--- src/rtl/divider_pkg.sv ---
// Shared constants, state encoding and helpers for the sequential divider.
// The negate helper is also used by the combinational multiplier.
package divider_pkg;

  localparam int DIV_WIDTH = 64;
  localparam int CNT_W     = 7;

  typedef enum logic [1:0] {
    IDLE = 2'd0,
    CALC = 2'd1,
    SIGN = 2'd2,
    ZERO = 2'd3
  } div_state_t;

  // Two's-complement negate; the negation of MIN is MIN, which also reads as the magnitude 2^63.
  function automatic logic [DIV_WIDTH-1:0] negate(input logic [DIV_WIDTH-1:0] value);
    return ~value + DIV_WIDTH'(1);
  endfunction

endpackage

--- src/rtl/divider.sv ---
// Sequential restoring divider: one quotient bit per cycle, sign-magnitude
// around an unsigned core, registered results with a one-cycle done pulse.
module divider
  import divider_pkg::*;
#(
  parameter int WIDTH = DIV_WIDTH
) (
  input  logic             clk,
  input  logic             reset,
  input  logic             start,
  input  logic             is_signed,
  input  logic [WIDTH-1:0] dividend,
  input  logic [WIDTH-1:0] divisor,
  output logic             busy,
  output logic             done,
  output logic [WIDTH-1:0] quotient,
  output logic [WIDTH-1:0] remainder,
  output logic             div_by_zero
);

  localparam logic [CNT_W-1:0] LAST_STEP = CNT_W'(WIDTH - 1);

  div_state_t       state, next_state;
  logic [CNT_W-1:0] cnt;
  logic [WIDTH-1:0] rem, quo, dvs;
  logic             neg_q, neg_r;

  logic             dvd_neg, dvs_neg;
  logic [WIDTH-1:0] dvd_mag, dvs_mag;
  logic [WIDTH:0]   shifted;
  logic [WIDTH-1:0] step_rem, step_quo;

  assign dvd_neg = is_signed & dividend[WIDTH-1];
  assign dvs_neg = is_signed & divisor[WIDTH-1];
  assign dvd_mag = dvd_neg ? negate(dividend) : dividend;
  assign dvs_mag = dvs_neg ? negate(divisor) : divisor;

  // One restoring step. The partial remainder stays below dvs, so the
  // subtraction is exact in WIDTH bits; bit WIDTH only matters for the compare.
  always_comb begin
    shifted  = {rem, quo[WIDTH-1]};
    step_rem = shifted[WIDTH-1:0];
    step_quo = {quo[WIDTH-2:0], 1'b0};
    if (shifted >= {1'b0, dvs}) begin
      step_rem = shifted[WIDTH-1:0] - dvs;
      step_quo = {quo[WIDTH-2:0], 1'b1};
    end
  end

  always_ff @(posedge clk) begin
    if (reset) state <= IDLE;
    else       state <= next_state;
  end

  // NOTE: next_state gets a default before the case so no path leaves it
  // unassigned, which would otherwise infer a latch.
  always_comb begin
    next_state = state;
    unique case (state)
      IDLE:    if (start) next_state = (divisor == '0) ? ZERO : CALC;
      CALC:    if (cnt == LAST_STEP) next_state = SIGN;
      SIGN:    next_state = IDLE;
      ZERO:    next_state = IDLE;
      default: next_state = IDLE;
    endcase
  end

  // busy decodes the state register only, so it carries no input-to-output path.
  always_comb begin
    busy = (state != IDLE);
  end

  // NOTE: all state here uses non-blocking assignments so every register
  // samples pre-edge values regardless of statement order.
  always_ff @(posedge clk) begin
    if (reset) begin
      cnt         <= '0;
      rem         <= '0;
      quo         <= '0;
      dvs         <= '0;
      neg_q       <= 1'b0;
      neg_r       <= 1'b0;
      done        <= 1'b0;
      quotient    <= '0;
      remainder   <= '0;
      div_by_zero <= 1'b0;
    end else begin
      done <= 1'b0;
      unique case (state)
        IDLE: begin
          if (start) begin
            cnt   <= '0;
            rem   <= '0;
            dvs   <= dvs_mag;
            neg_q <= dvd_neg ^ dvs_neg;
            neg_r <= dvd_neg;
            // The zero path reports the original dividend, so keep it unnegated.
            quo   <= (divisor == '0) ? dividend : dvd_mag;
          end
        end
        CALC: begin
          rem <= step_rem;
          quo <= step_quo;
          cnt <= cnt + CNT_W'(1);
        end
        SIGN: begin
          quotient    <= neg_q ? negate(quo) : quo;
          remainder   <= neg_r ? negate(rem) : rem;
          div_by_zero <= 1'b0;
          done        <= 1'b1;
        end
        ZERO: begin
          quotient    <= '1;
          remainder   <= quo;
          div_by_zero <= 1'b1;
          done        <= 1'b1;
        end
        default: ;
      endcase
    end
  end

endmodule

--- config.mk ---
export PLATFORM = sky130hd
export DESIGN_NAME = divider
export DESIGN_NICKNAME = d
export VERILOG_FILES = /design/src/rtl/divider_pkg.sv /design/src/rtl/divider.sv
export SDC_FILE = /design/constraint.sdc
export NUM_CORES = 1
export LEC_CHECK = 0
export CAP_MARGIN = 20
export CORE_MARGIN = 2
export CORE_UTILIZATION = 58
export CTS_CLUSTER_SIZE = 20
export DETAILED_ROUTE_END_ITERATION = 10
export HOLD_SLACK_MARGIN = 0.12
export PLACE_DENSITY = 0.82
export REMOVE_ABC_BUFFERS = 1
export SLEW_MARGIN = 0
export SYNTH_ARGS = -nofsm -noshare
export SYNTH_HDL_FRONTEND = slang
export SYNTH_SLANG_ARGS = --single-unit
export TNS_END_PERCENT = 20
--- constraint.sdc ---
create_clock -name clk -period 5.08 [get_ports clk]
set_input_delay 1.27 -clock clk [delete_from_list [all_inputs] [get_ports clk]]
set_output_delay 1.27 -clock clk [all_outputs]
set_load 0.03 [all_outputs]
# Word-level counts from Yosys, hierarchy flattened

Index checks and enable logic that the tools add are counted.

Flip-flop bits (word level): 333
Input port bits: 132
Logic and storage cells: 61
Output and inout bits: 131

Reduce and logical (&&, ||, !) cells: 9
$lt $le $gt $ge: 1
$add $sub $neg: 6
Muxes and demuxes: 21
Equal/unequal tests: 6
Bitwise gates (word level): 7

Operators by type and width:

| kind                    | number |
|---|---|
| $mux W64                | 8 |
| $pmux W64 S2            | 4 |
| $add A64 B1 Y64 const B | 4 |
| $not A64 Y64            | 4 |
| $ge A65 B64 Y1          | 1 |
| $logic_not A64 Y1       | 1 |
| $sub A64 B64 Y64        | 1 |
| $pmux W7 S2             | 1 |
| $add A7 B1 Y7 const B   | 1 |
| $eq A7 B6 Y1 const B    | 1 |
| $mux W7                 | 1 |
| $mux W2                 | 3 |
| $pmux W2 S3             | 1 |
| $reduce_and A2 Y1       | 3 |
| $reduce_bool A2 Y1      | 3 |
| $eq A2 B2 Y1 const B    | 2 |
| $ne A2 B2 Y1 const B    | 2 |
| $and A1 B1 Y1           | 2 |
| $eq A2 B1 Y1 const B    | 1 |
| $logic_not A2 Y1        | 1 |
| $mux W1                 | 2 |
| $pmux W1 S2             | 1 |
| $reduce_or A2 Y1        | 1 |
| $xor A1 B1 Y1           | 1 |

# Logic depth before layout (Yosys ltp)

Word-level depth: 6
Mapped depth: 15
Mapped depth without buffers: 14

# Worst setup path after synthesis

Ideal clock, no wire load.

Path kind: input -> register
Start point: input divisor[51]
End point: register quo[30]
Required time: 5015 ps
Cell stages on the path: 12
Setup time: 65 ps
Buffers on the path: 2
Arrival time: 3996 ps
Path slack: 1019 ps
Cell sequence: or3_1 > or4_1 > or4_1 > or3_1 > buf_2 > o31ai_4 > buf_6 > nor2_1 > xnor2_1 > a211oi_1 > a21oi_1 > nor2_1

Word-level cells in the longest chain between the ends: 4

Ends and longest elaborated chain:

| item                 | line           | RTL |
|---|---|---|
| start, declared      | divider.sv:13  | `input logic [WIDTH-1:0] divisor,` |
| $logic_not A64 Y1    | divider.sv:98  | `quo <= (divisor == '0) ? dividend : dvd_mag;` |
| $mux W64             | divider.sv:98  |  |
| $mux W64             | divider.sv:91  | `if (start) begin` |
| $pmux W64 S2         | divider.sv:89  | `unique case (state)` |
| end signal, assigned | divider.sv:98  |  |
| end signal, assigned | divider.sv:103 | `quo <= step_quo;` |
| end, declared        | divider.sv:25  | `logic [WIDTH-1:0] rem, quo, dvs;` |

Every way passes these cells. The select of a mux whose other input is x is not followed.
A chain may end at the register's enable or synchronous reset.

# Worst setup path in the final report

Start point: input divisor[51]
End point: register quo[23]

The elaborated chain is that of the path after synthesis.

==> impl_metrics.json <==
{
  "io_buffers": 262,
  "coreArea_sq_um": 37800,
  "ant_nets": 0,
  "yosysSeqAreaShare_pct": 29.9,
  "grt_pass1_wl_mm": 115,
  "tightest_slew_ns": 1.06,
  "wl_per_cell_microns": 20.1,
  "ys_ff_latch": 333,
  "postCtsHoldBufs": 0,
  "fin_crit_ns": 4.43,
  "fin_ws_ns": 0.648,
  "final_hold_viol_count": 0,
  "cp-endpoint": "quo[23]",
  "fin_skew_ns": 0.0289,
  "switchingPower_mw": 7.39,
  "hold_ws_ns": 0.453,
  "relSlewSlack_pct": 28.4,
  "rsz0062_at_grt": "false",
  "reg2reg_depth": 14,
  "fin_util_pct": 70.2,
  "grt-ovfl-total": 0,
  "muxShareOfSynthArea_pct": 4.49,
  "grt_max_degree": 186,
  "drv_cap": 0,
  "r2r-end": "rem[60]",
  "crit_path_top_delay_cell": "o31a_1",
  "yosys_most_used_dff": "dfxtp_1",
  "synth_top_area_cell": "dfxtp_1",
  "startpoint": "divisor[51]",
  "die_w_microns": 200,
  "slew_viol_final": 0,
  "clkTransAtPathRegs_ns": 0.06,
  "grt_pass1_vias": 21100,
  "route.detailed.drc": 0,
  "hold_path_class": "flop to flop",
  "syn-cell-area_sq_um": 22300,
  "cellPowerDensity_nw_per_um2": 593,
  "yosysWarnings": 0,
  "post-place-cells": 3536,
  "cts_tree": "done",
  "total_power_mw": 15.7,
  "clkPwrFrac_pct": 18.6,
  "layout.cells.non_filler": 3604,
  "crit_fanout": 13,
  "synth.area.top_cells": "dfxtp_1 (30%), xor2_1 (6.7%), o21ai_0 (5.8%)",
  "clk_path_buf_depth": 3,
  "post_cts_buffers": 0,
  "p_int_mw": 8.35,
  "crit_type": "input port to flop",
  "p_leak_nw": 10.2,
  "ios": 263,
  "antenna_cells": 0,
  "synth_top_area_share_pct": 29.9,
  "peakVddDrop_v": 0.000618,
  "dieArea_sq_um": 40100,
  "first_iter_violations": 2374,
  "layout-drive-gt1-share_pct": 5.08,
  "clock_latency_ns": 0.58,
  "synth-adder-area-share_pct": 3.96,
  "finalSetupViolCount": 0,
  "start_util_pct": 59.1,
  "r2r_slack_ns": 0.75,
  "die_h_microns": 200,
  "max_freq_mhz": 226,
  "path_cells": "clkdlybuf4s50_1, or3_1, or4_1, or4_1, or3_1, o31a_1, o21ai_0, xor2_1, a211oi_1, a21oi_1, nor2_1",
  "p_sw_share_pct": 46.9,
  "hpwl_mm": 54.2,
  "slowest_delay_ns": 0.61,
  "synth_top_family_by_area": "compound AO/OA/AOI/OAI gates",
  "drt-total-wl_mm": 72.3,
  "p_comb_share_pct": 59.1,
  "antenna_found_initial": 2,
  "fin_nets": 3266,
  "synth-edff-count": 0,
  "pwr-share-seq_pct": 22.3,
  "synthSimpleGateAreaFrac_pct": 19.3,
  "synthArstFlopShare_pct": 0,
  "end_kind": "flop",
  "status": "completed",
  "cts_resized": 0,
  "start_kind": "input port",
  "fin_area_sq_um": 26500,
  "synth_compound_area_share_pct": 25.4,
  "reg2reg_from": "quo[63]",
  "synth_cell_types": 76,
  "vias": 22400,
  "dp_slack_ns": 0.154,
  "cts_buffers": 37,
  "h-tree-depth": 2,
  "cp.required_ns": 5.52,
  "rows": 71,
  "drt_pass1_iterations": 6,
  "place_area_sq_um": 25200,
  "setup_tns_ns": 0,
  "area_delta_synth_final_pct": 18.9,
  "vias_per_cell": 6.23,
  "synthXorXnorAreaFrac_pct": 11.5,
  "final_common_cell": "dfxtp_1",
  "final_cell_mix": "dfxtp_1 (329), nor2_1 (324), nand2_1 (287), clkdlybuf4s50_1 (261), o21ai_0 (260)",
  "clkSinkCount": 333,
  "synth_area_per_cell_sq_um": 7.64,
  "globalplace.congestion": 0.974,
  "netlist_instances": 2922,
  "cp.arrival_ns": 4.87,
  "track_usage_pct": 35.0,
  "cts-root-buf": "clkbuf_16",
  "finalCritPeriodShare_pct": 87.2
}
==> critical path: cells and delay by family <==
family,cells,cell delay [ns]
XOR/XNOR,1,0.21
buffers and inverters,1,0.46
AND/OR/NAND/NOR,5,1.85
AO/OA/AOI/OAI,4,1.06
==> cells in the mapped netlist (6+ instances only) <==
| library cell | count |
|---|---|
| dfxtp_1 | 333 |
| nor2_1 | 325 |
| nand2_1 | 288 |
| o21ai_0 | 260 |
| a21oi_1 | 181 |
| xor2_1 | 171 |
| clkbuf_1 | 169 |
| a211oi_1 | 148 |
| xnor2_1 | 123 |
| inv_1 | 111 |
| mux2i_1 | 99 |
| ha_1 | 69 |
| nor3_1 | 60 |
| o31ai_1 | 53 |
| or3_1 | 44 |
| or4_1 | 37 |
| nand3_1 | 34 |
| a22oi_1 | 29 |
| nor4_1 | 29 |
| a21o_1 | 28 |
| nand4_1 | 27 |
| o41ai_1 | 27 |
| a31oi_1 | 18 |
| o211ai_1 | 18 |
| o21bai_1 | 17 |
| a32oi_1 | 15 |
| buf_2 | 15 |
| o21a_1 | 15 |
| and3_1 | 14 |
| buf_1 | 14 |
| nand2b_1 | 14 |
| or2_2 | 14 |
| nor2b_1 | 12 |
| o21ai_1 | 11 |
| a311oi_1 | 9 |
| and2_1 | 9 |
| o31a_1 | 6 |
==> flip-flops by register name, indices dropped and copies added, names as in the netlist, 2 cells and up <==
name and cells:
cnt 7, quotient 64, state 2, rem 64
remainder 64, quo 64, dvs 64
==> worst min-delay path by stage <==
stage	start	endpoint	slack, ns	cells after the start
2_1_floorplan	dvs[38]	dvs[38]	0.43	2
3_3_place_gp	dvs[46]	dvs[46]	0.44	2
3_5_place_dp	dvs[61]	dvs[61]	0.45	2
4_1_cts	dvs[61]	dvs[61]	0.46	2
5_1_grt	dvs[61]	dvs[61]	0.47	2
6_report	dvs[61]	dvs[61]	0.45	2
==> layout make-up <==
cell class                 count  area (sq um)
clock buffer                  51          1110
clock inverter                17           220
fill                        3077         11200
inverter                     111           417
multi-input combinational   2276         14500
sequential                   333          6680
tap                          511           639
timing repair buffer         305          3000
==> logic make-up after synthesis <==
| family | after synthesis |
|---|---|
| and+or+nand+nor | 931 |
| muxes | 100 |
| adders and majority gates | 70 |
| AOI/OAI and AO/OA | 881 |
| DFF | 333 |
| xor gates and xnor gates | 294 |
| buffers and inverters | 313 |
==> layer usage <==
layer / track usage (%) / wire length, microns
met1: 47.8 / 31500
met2: 55.5 / 32400
met3: 4.96 / 5690
met4: 14.1 / 2740
met5: 0 / 9
==> power groups by stage <==
stage | sequential, mW | clock [mW] | combinational [mW]
floorplan | 3.19 | 0 | 4.85
global placement | 3.50 | 0 | 8.97
detailed placement | 3.53 | 0 | 9.08
CTS | 3.47 | 2.95 | 9.13
global route | 3.55 | 3.04 | 10.2
finish | 3.51 | 2.93 | 9.30
No activity file was read; power rests on OpenSTA's default activity.
